===== config.mk =====
export PLATFORM = sky130hd
export DESIGN_NAME = sseg_scan_ctrl
export DESIGN_NICKNAME = d
export VERILOG_FILES = /design/src/rtl/sseg_scan_ctrl.sv
export SDC_FILE = /design/constraint.sdc
export NUM_CORES = 1
export LEC_CHECK = 0
export BUFFER_PORTS_ARGS = -buffer_cell sky130_fd_sc_hd__buf_2
export CAP_MARGIN = 15
export CORE_UTILIZATION = 28
export CTS_CLUSTER_DIAMETER = 30
export CTS_CLUSTER_SIZE = 20
export DETAILED_ROUTE_END_ITERATION = 8
export GPL_ROUTABILITY_DRIVEN = 0
export PLACE_DENSITY = 0.58
export SETUP_SLACK_MARGIN = 0.02
export SYNTH_ARGS = -nofsm -noshare
export SYNTH_HDL_FRONTEND = slang
export SYNTH_SLANG_ARGS = --single-unit

===== constraint.sdc =====
create_clock -name i_clk -period 2.9 [get_ports i_clk]
set_input_delay 0.58 -clock i_clk [delete_from_list [all_inputs] [get_ports i_clk]]
set_output_delay 0.58 -clock i_clk [all_outputs]
set_load 0.05 [all_outputs]

===== src/rtl/sseg_scan_ctrl.sv =====
// Eight-digit multiplexed seven-segment scan controller that shares the display
// between two 32-bit sources, snapshotting the chosen value once per frame.
module sseg_scan_ctrl #(
   parameter int CLK_DIV    = 50000,
   parameter int BLANK_CYC  = 500,
   parameter int ROT_FRAMES = 256
) (
   input  logic        i_clk,
   input  logic        i_rst,
   input  logic [31:0] i_src0_data,
   input  logic        i_src0_valid,
   input  logic [31:0] i_src1_data,
   input  logic        i_src1_valid,
   input  logic [1:0]  i_mode,
   input  logic        i_blank_lz,
   output logic [7:0]  o_an,
   output logic [6:0]  o_seg,
   output logic        o_dp,
   output logic        o_cur_src,
   output logic        o_frame
);

   localparam int PW = (CLK_DIV > 2) ? $clog2(CLK_DIV) : 1;
   localparam int FW = (ROT_FRAMES > 1) ? $clog2(ROT_FRAMES) : 1;
   localparam logic [PW-1:0] PRESC_LAST = PW'(CLK_DIV - 1);
   localparam logic [PW-1:0] BLANK_END  = PW'(BLANK_CYC);
   localparam logic [FW-1:0] ROT_LAST   = FW'(ROT_FRAMES - 1);

   localparam logic [1:0] MODE_SRC0  = 2'b00;
   localparam logic [1:0] MODE_SRC1  = 2'b01;
   localparam logic [1:0] MODE_ROT   = 2'b10;
   localparam logic [1:0] MODE_SPLIT = 2'b11;

   logic [PW-1:0] presc;
   logic [2:0]    idx;
   logic [FW-1:0] frame_cnt;
   logic [31:0]   snap;
   logic          cur_src;
   logic [1:0]    mode_q;

   logic          tick;
   logic          boundary;
   logic [FW-1:0] nxt_cnt;
   logic          nxt_src;
   logic          split;
   logic [2:0]    top;
   logic          all_zero;
   logic          lz_blank;
   logic [3:0]    nib;
   logic          blanking;
   logic          dp_on;
   logic [6:0]    seg_dec;

   assign tick      = (presc == PRESC_LAST);
   assign boundary  = tick && (idx == 3'd7);
   assign blanking  = (presc < BLANK_END);
   assign o_cur_src = cur_src;

   // Rotation bookkeeping is decided from the mode being latched on this boundary.
   always_comb begin
      nxt_cnt = '0;
      nxt_src = 1'b0;
      case (i_mode)
         MODE_ROT: begin
            if (frame_cnt == ROT_LAST) begin
               nxt_cnt = '0;
               nxt_src = ~cur_src;
            end else begin
               nxt_cnt = frame_cnt + FW'(1);
               nxt_src = cur_src;
            end
         end
         MODE_SRC1: nxt_src = 1'b1;
         default:   nxt_src = 1'b0;
      endcase
   end

   // Leading-zero test covers nibbles idx..top, where top is the end of the current half in split mode.
   always_comb begin
      split    = (mode_q == MODE_SPLIT);
      top      = (split && !idx[2]) ? 3'd3 : 3'd7;
      all_zero = 1'b1;
      for (int k = 0; k < 8; k++) begin
         if ((3'(k) >= idx) && (3'(k) <= top) && (snap[4*k +: 4] != 4'h0)) begin
            all_zero = 1'b0;
         end
      end
      lz_blank = i_blank_lz && all_zero && (idx != 3'd0) && !(split && (idx == 3'd4));
      nib      = snap[{idx, 2'b00} +: 4];
      dp_on    = !blanking &&
                 (((idx == 3'd0) && cur_src && ((mode_q == MODE_SRC1) || (mode_q == MODE_ROT))) ||
                  (split && (idx == 3'd4)));
   end

   always_comb begin
      seg_dec = 7'h7F;
      case (nib)
         4'h0: seg_dec = 7'b0000001;
         4'h1: seg_dec = 7'b1001111;
         4'h2: seg_dec = 7'b0010010;
         4'h3: seg_dec = 7'b0000110;
         4'h4: seg_dec = 7'b1001100;
         4'h5: seg_dec = 7'b0100100;
         4'h6: seg_dec = 7'b0100000;
         4'h7: seg_dec = 7'b0001111;
         4'h8: seg_dec = 7'b0000000;
         4'h9: seg_dec = 7'b0000100;
         4'hA: seg_dec = 7'b0001000;
         4'hB: seg_dec = 7'b1100000;
         4'hC: seg_dec = 7'b0110001;
         4'hD: seg_dec = 7'b1000010;
         4'hE: seg_dec = 7'b0110000;
         4'hF: seg_dec = 7'b0111000;
         default: seg_dec = 7'h7F;
      endcase
   end

   always_ff @(posedge i_clk) begin
      if (i_rst) begin
         presc     <= '0;
         idx       <= 3'd0;
         frame_cnt <= '0;
         snap      <= 32'h0;
         cur_src   <= 1'b0;
         mode_q    <= MODE_SRC0;
         o_an      <= 8'hFF;
         o_seg     <= 7'h7F;
         o_dp      <= 1'b1;
         o_frame   <= 1'b0;
      end else begin
         presc <= tick ? '0 : presc + PW'(1);
         if (tick) begin
            idx <= idx + 3'd1;
         end
         // Mode, rotation state and snapshot all move together so a frame never mixes sources.
         if (boundary) begin
            mode_q    <= i_mode;
            frame_cnt <= nxt_cnt;
            cur_src   <= nxt_src;
            if (i_mode == MODE_SPLIT) begin
               if (i_src0_valid) snap[15:0]  <= i_src0_data[15:0];
               if (i_src1_valid) snap[31:16] <= i_src1_data[15:0];
            end else if (nxt_src) begin
               if (i_src1_valid) snap <= i_src1_data;
            end else begin
               if (i_src0_valid) snap <= i_src0_data;
            end
         end
         o_an    <= blanking ? 8'hFF : ~(8'b1 << idx);
         o_seg   <= lz_blank ? 7'h7F : seg_dec;
         o_dp    <= ~dp_on;
         o_frame <= boundary;
      end
   end

endmodule


==> flow_summary.json, run 1 <==
{
  "post_drt_wl_per_cell_um": 15.8,
  "yosysWarnings": 0,
  "startpoint": "i_mode[0]",
  "grt_start_max_net_pins": 35,
  "crit_fanout": 16,
  "grt_pass1_vias": 3639,
  "cts_buffer_depth": 2,
  "cts-root-buf": "clkbuf_16",
  "fin_area_um2": 5280,
  "path_cells": "buf_2 > inv_1 > ha_1 > nand2b_1 > or4_4 > and4b_4 > mux2_4 > a21oi_4 > buf_12 > a22o_1",
  "r2r_cells": 7,
  "reg2reg_slack_ns": 0.47,
  "finalCritPeriodShare_pct": 84.3,
  "cts_resized": 0,
  "core_area_um2": 15200,
  "placed_area_um2": 4990,
  "seq_area_frac_synth_pct": 36.4,
  "synth-seq-cells": 79,
  "drc": 0,
  "crit_buf_inv": 3,
  "r2r-end": "snap[6]",
  "worst_slew_margin_rel_pct": 54.4,
  "grt_antenna_before_repair": 1,
  "synth_edf_count": 0,
  "syn_to_final_growth_pct": 21.5,
  "synth_cells": 473,
  "synthFlopType": "dfxtp_1",
  "htreeDepth": 3,
  "start_util_pct": 28.6,
  "cp_slowest_cell": "or4_4",
  "max_freq_mhz": 409,
  "drt_wl_total_mm": 11.7,
  "drive_gt1_share_pct": 25.0,
  "die_h_um": 127,
  "grt_pass1_wl_mm": 18.7,
  "dr.pass1.iters": 4,
  "min_period_ns": 2.45,
  "ys_top_cells_by_area": "dfxtp_1 36%, ha_1 5.2%, mux2i_1 4.8%",
  "critical-path-top-delay-family": "simple AND/OR/NAND/NOR gates",
  "pin_count": 89,
  "die_w_um": 127,
  "reg2reg_from": "presc[10]",
  "post_cts_buffers": 0,
  "io_buffers": 88,
  "yosys.area.top_type_share_pct": 36.4,
  "cts_buffers": 9,
  "power.leakage_nw": 2.12,
  "hold_buffers": 0,
  "cp.required_ns": 3.17,
  "row_count": 45,
  "finalHoldViolCount": 0,
  "crit_path_max_incr_delay_ns": 0.53,
  "worst-path-stages": 10,
  "grt_usage_pct": 14.9,
  "status": "finished clean",
  "finalSetupViolCount": 0,
  "vdd_ir_drop_max_v": 0.000288,
  "avgSynthCellArea_um2": 9.19,
  "hold_class": "reg2reg",
  "start_kind": "primary input",
  "cp.arrival_ns": 2.72,
  "crit_path_end_kind": "flip-flop",
  "grt_overflow": 0,
  "die_area_um2": 16000,
  "yosys.area.top_type": "dfxtp_1",
  "fin_setup_tns_ns": 0,
  "path_class": "in2reg",
  "cts.clk_slew.worst_paths_ns": 0.06,
  "endpoint": "snap[19]",
  "syn_nets": 562,
  "worst_clock_skew_ns": 0.00732,
  "synth_cell_type_count": 56,
  "drv_cap": 0,
  "antenna_cells": 0,
  "syn_area_um2": 4350,
  "clkLatencyLatePin_ns": 0.33,
  "rsz0062_at_grt": "no",
  "cts.sinks": 79,
  "route.vias.total": 3805,
  "viasPerCell": 5.11,
  "async_flop_share_pct": 0,
  "fin_nets": 642,
  "power_density_nw_per_um2": 455,
  "tightestPinTransition_ns": 0.681,
  "hpwl_mm": 9.20,
  "maxSlewViolCount": 0,
  "cts_tree": "built",
  "min-delay-start": "presc[0]",
  "drt_iter0_markers": 247,
  "final_antenna_net_count": 0
}
stage by stage:
step           hold WS, ns  worst slack [ns]  cells  util (%)  power (W)
4_1_cts              0.453             0.458    745      34.7    0.00243
6_report             0.451             0.454    745      34.7    0.00240
3_5_place_dp         0.440             0.114    730      32.8    0.00132
3_3_place_gp         0.429             0.156    730      32.8    0.00132
5_1_grt              0.474             0.261    745      34.7    0.00250
2_1_floorplan        0.418             0.171    473         -    0.00123
registers in the layout, indices dropped and copies added, names as in the netlist:
| signal | count |
|---|---|
| frame_cnt | 8 |
| idx | 3 |
| mode_q | 2 |
| o_an | 8 |
| o_cur_src | 1 |
| o_dp | 1 |
| o_frame | 1 |
| o_seg | 7 |
| presc | 16 |
| snap | 32 |
worst min path at each step:
| stage | depth (start not counted) | slack [ns] | to |
|---|---|---|---|
| after floorplan | 1 | 0.42 | presc[0] |
| after global placement | 1 | 0.43 | presc[0] |
| after detailed placement | 1 | 0.44 | presc[0] |
| after CTS | 1 | 0.45 | presc[0] |
| after global routing | 1 | 0.47 | presc[0] |
| final | 1 | 0.45 | presc[0] |
placed cells by master, fill, tap and decap left out, types with 8 or more instances in the layout:
cell type | netlist | routed
nor4b_1 | 16 | 16
nor3_1 | 18 | 18
nor4_1 | 8 | 8
a22o_1 | 16 | 16
mux4_2 | 8 | 8
o21ai_0 | 29 | 29
buf_2 | 6 | 88
and4b_1 | 16 | 16
buf_4 | 2 | 10
mux2i_1 | 21 | 21
a21oi_1 | 12 | 12
nor2_1 | 28 | 28
o21a_1 | 16 | 16
inv_1 | 13 | 13
xor2_1 | 10 | 10
ha_1 | 18 | 18
clkbuf_16 | 0 | 9
dfxtp_1 | 79 | 79
nand3_1 | 21 | 21
nand2_1 | 44 | 44
cells by family (layout without fill, tap and decap cells):
family | count (synthesis) | after routing | share of synthesized area, %
simple gates | 189 | 189 | 25.5
compound gates | 92 | 92 | 14.7
flops | 79 | 79 | 36.4
buf+inv | 46 | 130 | 5.01
mux | 32 | 32 | 9.84
fa+ha+maj | 18 | 18 | 5.18
xor+xnor | 17 | 17 | 3.43
final cells by class:
class	instances	area, µm²
fill	1600	9920
multi-input combinational	348	2550
sequential	79	1580
timing repair buffer	101	576
clock buffer	12	246
tap	188	235
inverter	14	52.6
clock inverter	3	43.8
power breakdown:
group	leakage, nW	switching (W)	internal (W)
Clock	0.143	0.000420	0.000686
Sequential	0.639	0.00000357	0.00109
Combinational	1.34	0.000114	0.0000880
synth_stat cells (3+ instances only):
library cell / instances
o221ai_1: 3
nand4_1: 7
a22o_1: 16
mux2i_1: 21
mux4_2: 8
nor3_1: 18
nor4b_1: 16
ha_1: 18
nor2_1: 28
xnor2_1: 7
nor4_1: 8
o211ai_1: 3
xor2_1: 10
nand2b_1: 5
nand3_1: 21
o21ai_0: 29
and4b_1: 16
and2_1: 4
inv_1: 13
o21a_1: 16
and3_1: 4
buf_6: 4
clkbuf_1: 19
a21oi_1: 12
dfxtp_1: 79
or4_1: 3
nand2_1: 44
buf_2: 6
worst register-to-register path, stage by stage, from the launching register on:
cell,delay (ns)
dfxtp_1,0.36
or4_4,0.56
nor4_4,0.34
buf_4,0.19
and2_4,0.25
nand2_1,0.12
o21ai_4,0.39
o21a_1,0.17
per-layer routing:
metal	global-route usage, %	vias to the layer above	wire [µm]
li1	-	1914	-
met5	0	-	10
met3	3.29	22	507
met4	6.31	2	305
met1	19.7	1781	5560
met2	23.4	86	5360
Power figures use the tool's default switching activity.
==> inputs of run 2 (changes only) <==
--- a/config.mk
+++ b/config.mk
@@ -5,6 +5,7 @@
 export SDC_FILE = /design/constraint.sdc
 export NUM_CORES = 1
 export LEC_CHECK = 0
+export ABC_AREA = 1
 export BUFFER_PORTS_ARGS = -buffer_cell sky130_fd_sc_hd__buf_2
 export CAP_MARGIN = 15
 export CORE_UTILIZATION = 28
==> constraint.sdc (replaced) <==
create_clock -name i_clk -period 2.05 [get_ports i_clk]
set_input_delay 0.41 -clock i_clk [delete_from_list [all_inputs] [get_ports i_clk]]
set_output_delay 0.41 -clock i_clk [all_outputs]
set_load 0.05 [all_outputs]
==> flow_summary.json, run 2 <==
{
  "status": "finished clean",
  "finalPower_w": 0.00363,
  "die_h_um": 132,
  "viasPerCell": 4.55,
  "most-common-layout-cells": "182 x nand2_1, 102 x nor2_1, 88 x buf_2",
  "cts.sinks": 79,
  "reg_top3": "snap x32, presc x16",
  "ys_top_cells_by_area": "dfxtp_1 33%, nand2_1 16%, nor2_1 8.8%",
  "async_flop_share_pct": 0,
  "fin_area_um2": 6240,
  "largest_register_ffs": 32,
  "critical-path-top-delay-family": "simple AND/OR/NAND/NOR gates",
  "drive_gt1_share_pct": 24.7,
  "fin_util_pct": 37.6,
  "path_cells": "ha_4 > nand2_4 > nor2_4 > nand2_1 > nand2_1 > nand3_2 > nand2_4 > nand2_8 > buf_12 > nor2_4 > buf_6 > nand2_1 > nand2_2 > nor2_1 > nor2_1",
  "rsz0062_at_grt": "yes",
  "yosys.area.top_type": "dfxtp_1",
  "cts_tree": "built",
  "synth_commonest_cells": "199 x nand2_1, 111 x nor2_1, 83 x inv_1",
  "synth_edf_count": 0,
  "largest_register": "snap",
  "grt_start_max_net_pins": 34,
  "final_antenna_net_count": 0,
  "grt_pass1_vias": 4442,
  "route.vias.total": 4901,
  "hold_ws_ns": 0.368,
  "antenna_cells": 0,
  "io_buffers": 88,
  "avgSynthCellArea_um2": 6.47,
  "htreeDepth": 3,
  "cp.required_ns": 2.33,
  "crit_buf_inv": 2,
  "tightestPinTransition_ns": 0.435,
  "cp_slowest_cell": "dfxtp_4",
  "grt_usage_pct": 15.2,
  "maxSlewViolCount": 0,
  "min_period_ns": 1.95,
  "seq_area_frac_synth_pct": 33.3,
  "fin_setup_tns_ns": 0,
  "cp.arrival_ns": 2.24,
  "syn_to_final_growth_pct": 31.5,
  "yosys.area.top_type_share_pct": 33.3,
  "path_class": "reg2reg",
  "synthFlopType": "dfxtp_1",
  "max_freq_mhz": 512,
  "cts.clk_slew.worst_paths_ns": 0.06,
  "worst_clock_skew_ns": 0.00620,
  "grt_pass1_wl_mm": 21.3,
  "post_drt_wl_per_cell_um": 12.4,
  "die_area_um2": 17500,
  "grt_overflow": 0,
  "vdd_ir_drop_max_v": 0.000411,
  "syn_nets": 822,
  "crit_path_max_incr_delay_ns": 0.37,
  "finalSetupViolCount": 0,
  "synth_cells": 733,
  "power.leakage_nw": 2.94,
  "synth-seq-cells": 79,
  "hold_class": "in2reg",
  "fin_nets": 942,
  "crit_top_cell": "nand2_1",
  "hold_buffers": 0,
  "crit_path_end_kind": "flip-flop",
  "worst_slew_margin_rel_pct": 70.9,
  "start_util_pct": 28.6,
  "cts-root-buf": "clkbuf_16",
  "yosysWarnings": 0,
  "die_w_um": 132,
  "clkLatencyLatePin_ns": 0.34,
  "syn_area_um2": 4750,
  "pin_count": 89,
  "placed_area_um2": 5550,
  "cts_buffers": 9,
  "dr.pass1.iters": 5,
  "crit_fanout": 8,
  "finalHoldViolCount": 0,
  "finalCritPeriodShare_pct": 95.3,
  "power_density_nw_per_um2": 583,
  "row_count": 47,
  "cts_buffer_depth": 2,
  "grt_antenna_before_repair": 0,
  "hpwl_mm": 9.96,
  "start_kind": "flip-flop",
  "core_area_um2": 16600,
  "drv_cap": 0,
  "drt_iter0_markers": 267,
  "drc": 0,
  "yosysMostFrequentCell": "nand2_1",
  "drt_wl_total_mm": 13.4,
  "final_common_cell": "nand2_1",
  "synth_cell_type_count": 43
}
## run 2: layout make-up
class / instances / area [µm²]
Clock buffer: 12 / 246
Sequential cell: 79 / 1600
Inverter: 91 / 347
Fill cell: 1818 / 10300
Clock inverter: 3 / 67.6
Timing Repair Buffer: 131 / 855
Multi-Input combinational cell: 541 / 2850
Tap cell: 220 / 275
## run 2: worst register-to-register path: stages (launching register included)
cell and delay (ns):
dfxtp_4 0.37, ha_4 0.16, nand2_4 0.06, nor2_4 0.14, nand2_1 0.07, nand2_1 0.08
nand3_2 0.08, nand2_4 0.12, nand2_8 0.09, buf_12 0.15, nor2_4 0.17, buf_6 0.14
nand2_1 0.06, nand2_2 0.08, nor2_1 0.06, nor2_1 0.09
## run 2: kinds of logic (layout without fill, tap and decap cells)
group                    count (synthesis)  after routing  synth area share, %
AO/OA/AOI/OAI                           94             94                 11.3
XOR/XNOR                                 2              2                0.369
adder cells (fa/ha/maj)                 18             18                 4.75
buffers and inverters                  116            237                 9.94
flip-flops                              79             79                 33.3
AND/OR/NAND/NOR                        424            427                 40.4
## run 2: where the power goes
part / internal [W] / total, W / switching [W]
registers: 0.00154 / 0.00155 / 0.00000644
clock network: 0.00109 / 0.00172 / 0.000624
logic: 0.000150 / 0.000366 / 0.000216
total: 0.00279 / 0.00363 / 0.000847
## run 2: per-stage QoR
stage               instances  setup WS, ns
global placement         1041        0.0616
global route             1077       -0.0126
finish                   1077        0.0965
floorplan                 733        0.0665
detailed placement       1041       0.00164
CTS                      1056        0.0246
## run 2: path summary, 6_finish.rpt
check | start | to | slack [ns] | cells past startpoint
worst max register to register | frame_cnt[1] | snap[13] | 0.1 | 15
worst max-delay path | frame_cnt[1] | snap[13] | 0.1 | 15
worst min-delay path | i_mode[1] | mode_q[1] | 0.37 | 3
worst min register to register | presc[0] | presc[0] | 0.44 | 1
## run 2: per-layer routing
metal | part of all wire, % | wire length [µm] | GRT usage [%] | vias to the layer above
met5 | 0 | 0 | 0 | -
met4 | 1.1 | 151 | 4.98 | 0
met3 | 4.9 | 662 | 3.42 | 10
met2 | 44 | 5900 | 23.8 | 109
met1 | 50 | 6660 | 20.7 | 2189
li1 | - | - | - | 2593
## run 2: timing repair
item,4_1_cts,5_1_grt
buffers inserted,0,15
pin swaps,0,30
endpoints found under the setup margin,1,38
gates resized for setup,1,55
cloned,0,6
==> inputs of run 3 (changes only) <==
--- a/config.mk
+++ b/config.mk
@@ -5,7 +5,7 @@
 export SDC_FILE = /design/constraint.sdc
 export NUM_CORES = 1
 export LEC_CHECK = 0
-export ABC_AREA = 1
+export ABC_AREA = 0
 export BUFFER_PORTS_ARGS = -buffer_cell sky130_fd_sc_hd__buf_2
 export CAP_MARGIN = 15
 export CORE_UTILIZATION = 28
==> flow_summary.json, run 3 (same netlist as run 1, synthesis figures left out) <==
{
  "status": "finished, violations left",
  "violations": "negative setup slack",
  "final_antenna_net_count": 0,
  "finalWorstSetupSlack_ns": -0.142,
  "finalHoldViolCount": 0,
  "htreeDepth": 3,
  "crit_path_max_incr_delay_ns": 0.53,
  "die_h_um": 127,
  "cts_buffers": 9,
  "fin_setup_tns_ns": -3.75,
  "drive_gt1_share_pct": 38.8,
  "antenna_cells": 0,
  "fin_cells": 806,
  "core_area_um2": 15200,
  "grt_start_max_net_pins": 33,
  "largest_register": "snap",
  "largest_register_ffs": 32,
  "crit_path_end_kind": "flip-flop",
  "final_common_cell": "buf_2",
  "path_cells": "ha_4 > nand3_4 > or4_4 > a31oi_4 > buf_12 > clkbuf_16 > and4b_1 > nor3_1 > o21a_1",
  "row_count": 45,
  "route.vias.total": 4195,
  "cts.sinks": 79,
  "syn_to_final_growth_pct": 42.8,
  "drv_cap": 0,
  "grt_usage_pct": 16.6,
  "die_w_um": 127,
  "rsz0062_at_grt": "yes",
  "most-common-layout-cells": "88 x buf_2, 75 x dfxtp_1, 55 x buf_4",
  "drt_wl_total_mm": 13.2,
  "hpwl_mm": 9.43,
  "worst_slew_margin_rel_pct": 69.2,
  "power_density_nw_per_um2": 571,
  "clkLatencyLatePin_ns": 0.34,
  "die_area_um2": 16000,
  "viasPerCell": 5.20,
  "start_kind": "flip-flop",
  "grt_pass1_vias": 4122,
  "grt_overflow": 0,
  "cts_buffer_depth": 2,
  "reg_top3": "snap x32, presc x16",
  "cts-root-buf": "clkbuf_16",
  "worst_clock_skew_ns": 0.00733,
  "grt_antenna_before_repair": 0,
  "drc": 0,
  "fin_nets": 702,
  "cts.clk_slew.worst_paths_ns": 0.07,
  "critical-path-top-delay-family": "simple AND/OR/NAND/NOR gates",
  "cts_tree": "built",
  "start_util_pct": 28.6,
  "finalSetupViolCount": 32,
  "dr.pass1.iters": 5,
  "finalPower_w": 0.00355,
  "grt_pass1_wl_mm": 20.9,
  "min_period_ns": 2.19,
  "io_buffers": 88,
  "max_freq_mhz": 456,
  "dp_cells": 772,
  "crit_buf_inv": 2,
  "cp_slowest_cell": "or4_4",
  "power.leakage_nw": 2.56,
  "placed_area_um2": 5390,
  "drt_iter0_markers": 280,
  "path_class": "reg2reg",
  "hold_class": "in2reg",
  "finalCritPeriodShare_pct": 107,
  "maxSlewViolCount": 0,
  "post_drt_wl_per_cell_um": 16.4,
  "fin_area_um2": 6210,
  "pin_count": 89,
  "tightestPinTransition_ns": 0.460,
  "vdd_ir_drop_max_v": 0.000369,
  "n_fill_cell": 1523,
  "cp.required_ns": 2.29,
  "crit_fanout": 8,
  "cp.arrival_ns": 2.43
}
## run 3: cell type report
class                   instances  area (µm²)  area share, %
multi-input cells             349        2840           45.7
clock inverters                 7        78.8           1.27
flip-flops and latches         79        1590           25.6
repair buffers                160        1180           19.0
inverters                      14        60.1          0.967
well taps                     188         235           3.79
clock buffers                   9         225           3.63
## run 3: metal layers
layer / track usage (%) / routed length [µm] / vias to the layer above
met5: 0 / 0 / -
met4: 4.04 / 146 / 0
met3: 3.42 / 678 / 16
met2: 29.6 / 6600 / 126
met1: 20.3 / 5770 / 2009
li1: - / - / 2044
## run 3: path summary, 6_finish.rpt
path,start,to,slack (ns),cells after the start
max,frame_cnt[0],snap[4],-0.14,9
min,i_src1_data[1],snap[17],0.43,4
max reg2reg,frame_cnt[0],snap[4],-0.14,9
min reg2reg,mode_q[1],mode_q[1],0.46,2
## run 3: power breakdown
part / switching (W) / internal, W
combinational: 0.000191 / 0.000169
clock: 0.000678 / 0.000960
sequential: 0.00000478 / 0.00154
## run 3: metrics by stage
step	utilization [%]	hold slack (ns)	worst slack [ns]
floorplan	-	0.418	-0.364
global placement	35.4	0.431	-0.402
detailed placement	35.4	0.447	-0.456
CTS	39.3	0.410	-0.163
global route	40.8	0.436	-0.235
finish	40.8	0.426	-0.142
## run 3: what timing repair did
action	CTS	global route
resized for setup	23	35
pin swaps	26	14
setup buffers	8	5
gates cloned	5	3
setup endpoints to repair	41	41
hold buffers	0	0
## run 3: worst min-delay path, delay by kind of cell
kind	cells	cell delay [ns]
AOI/OAI and AO/OA	2	0.18
buffers and inverters	1	0.09
and+or+nand+nor	1	0.05
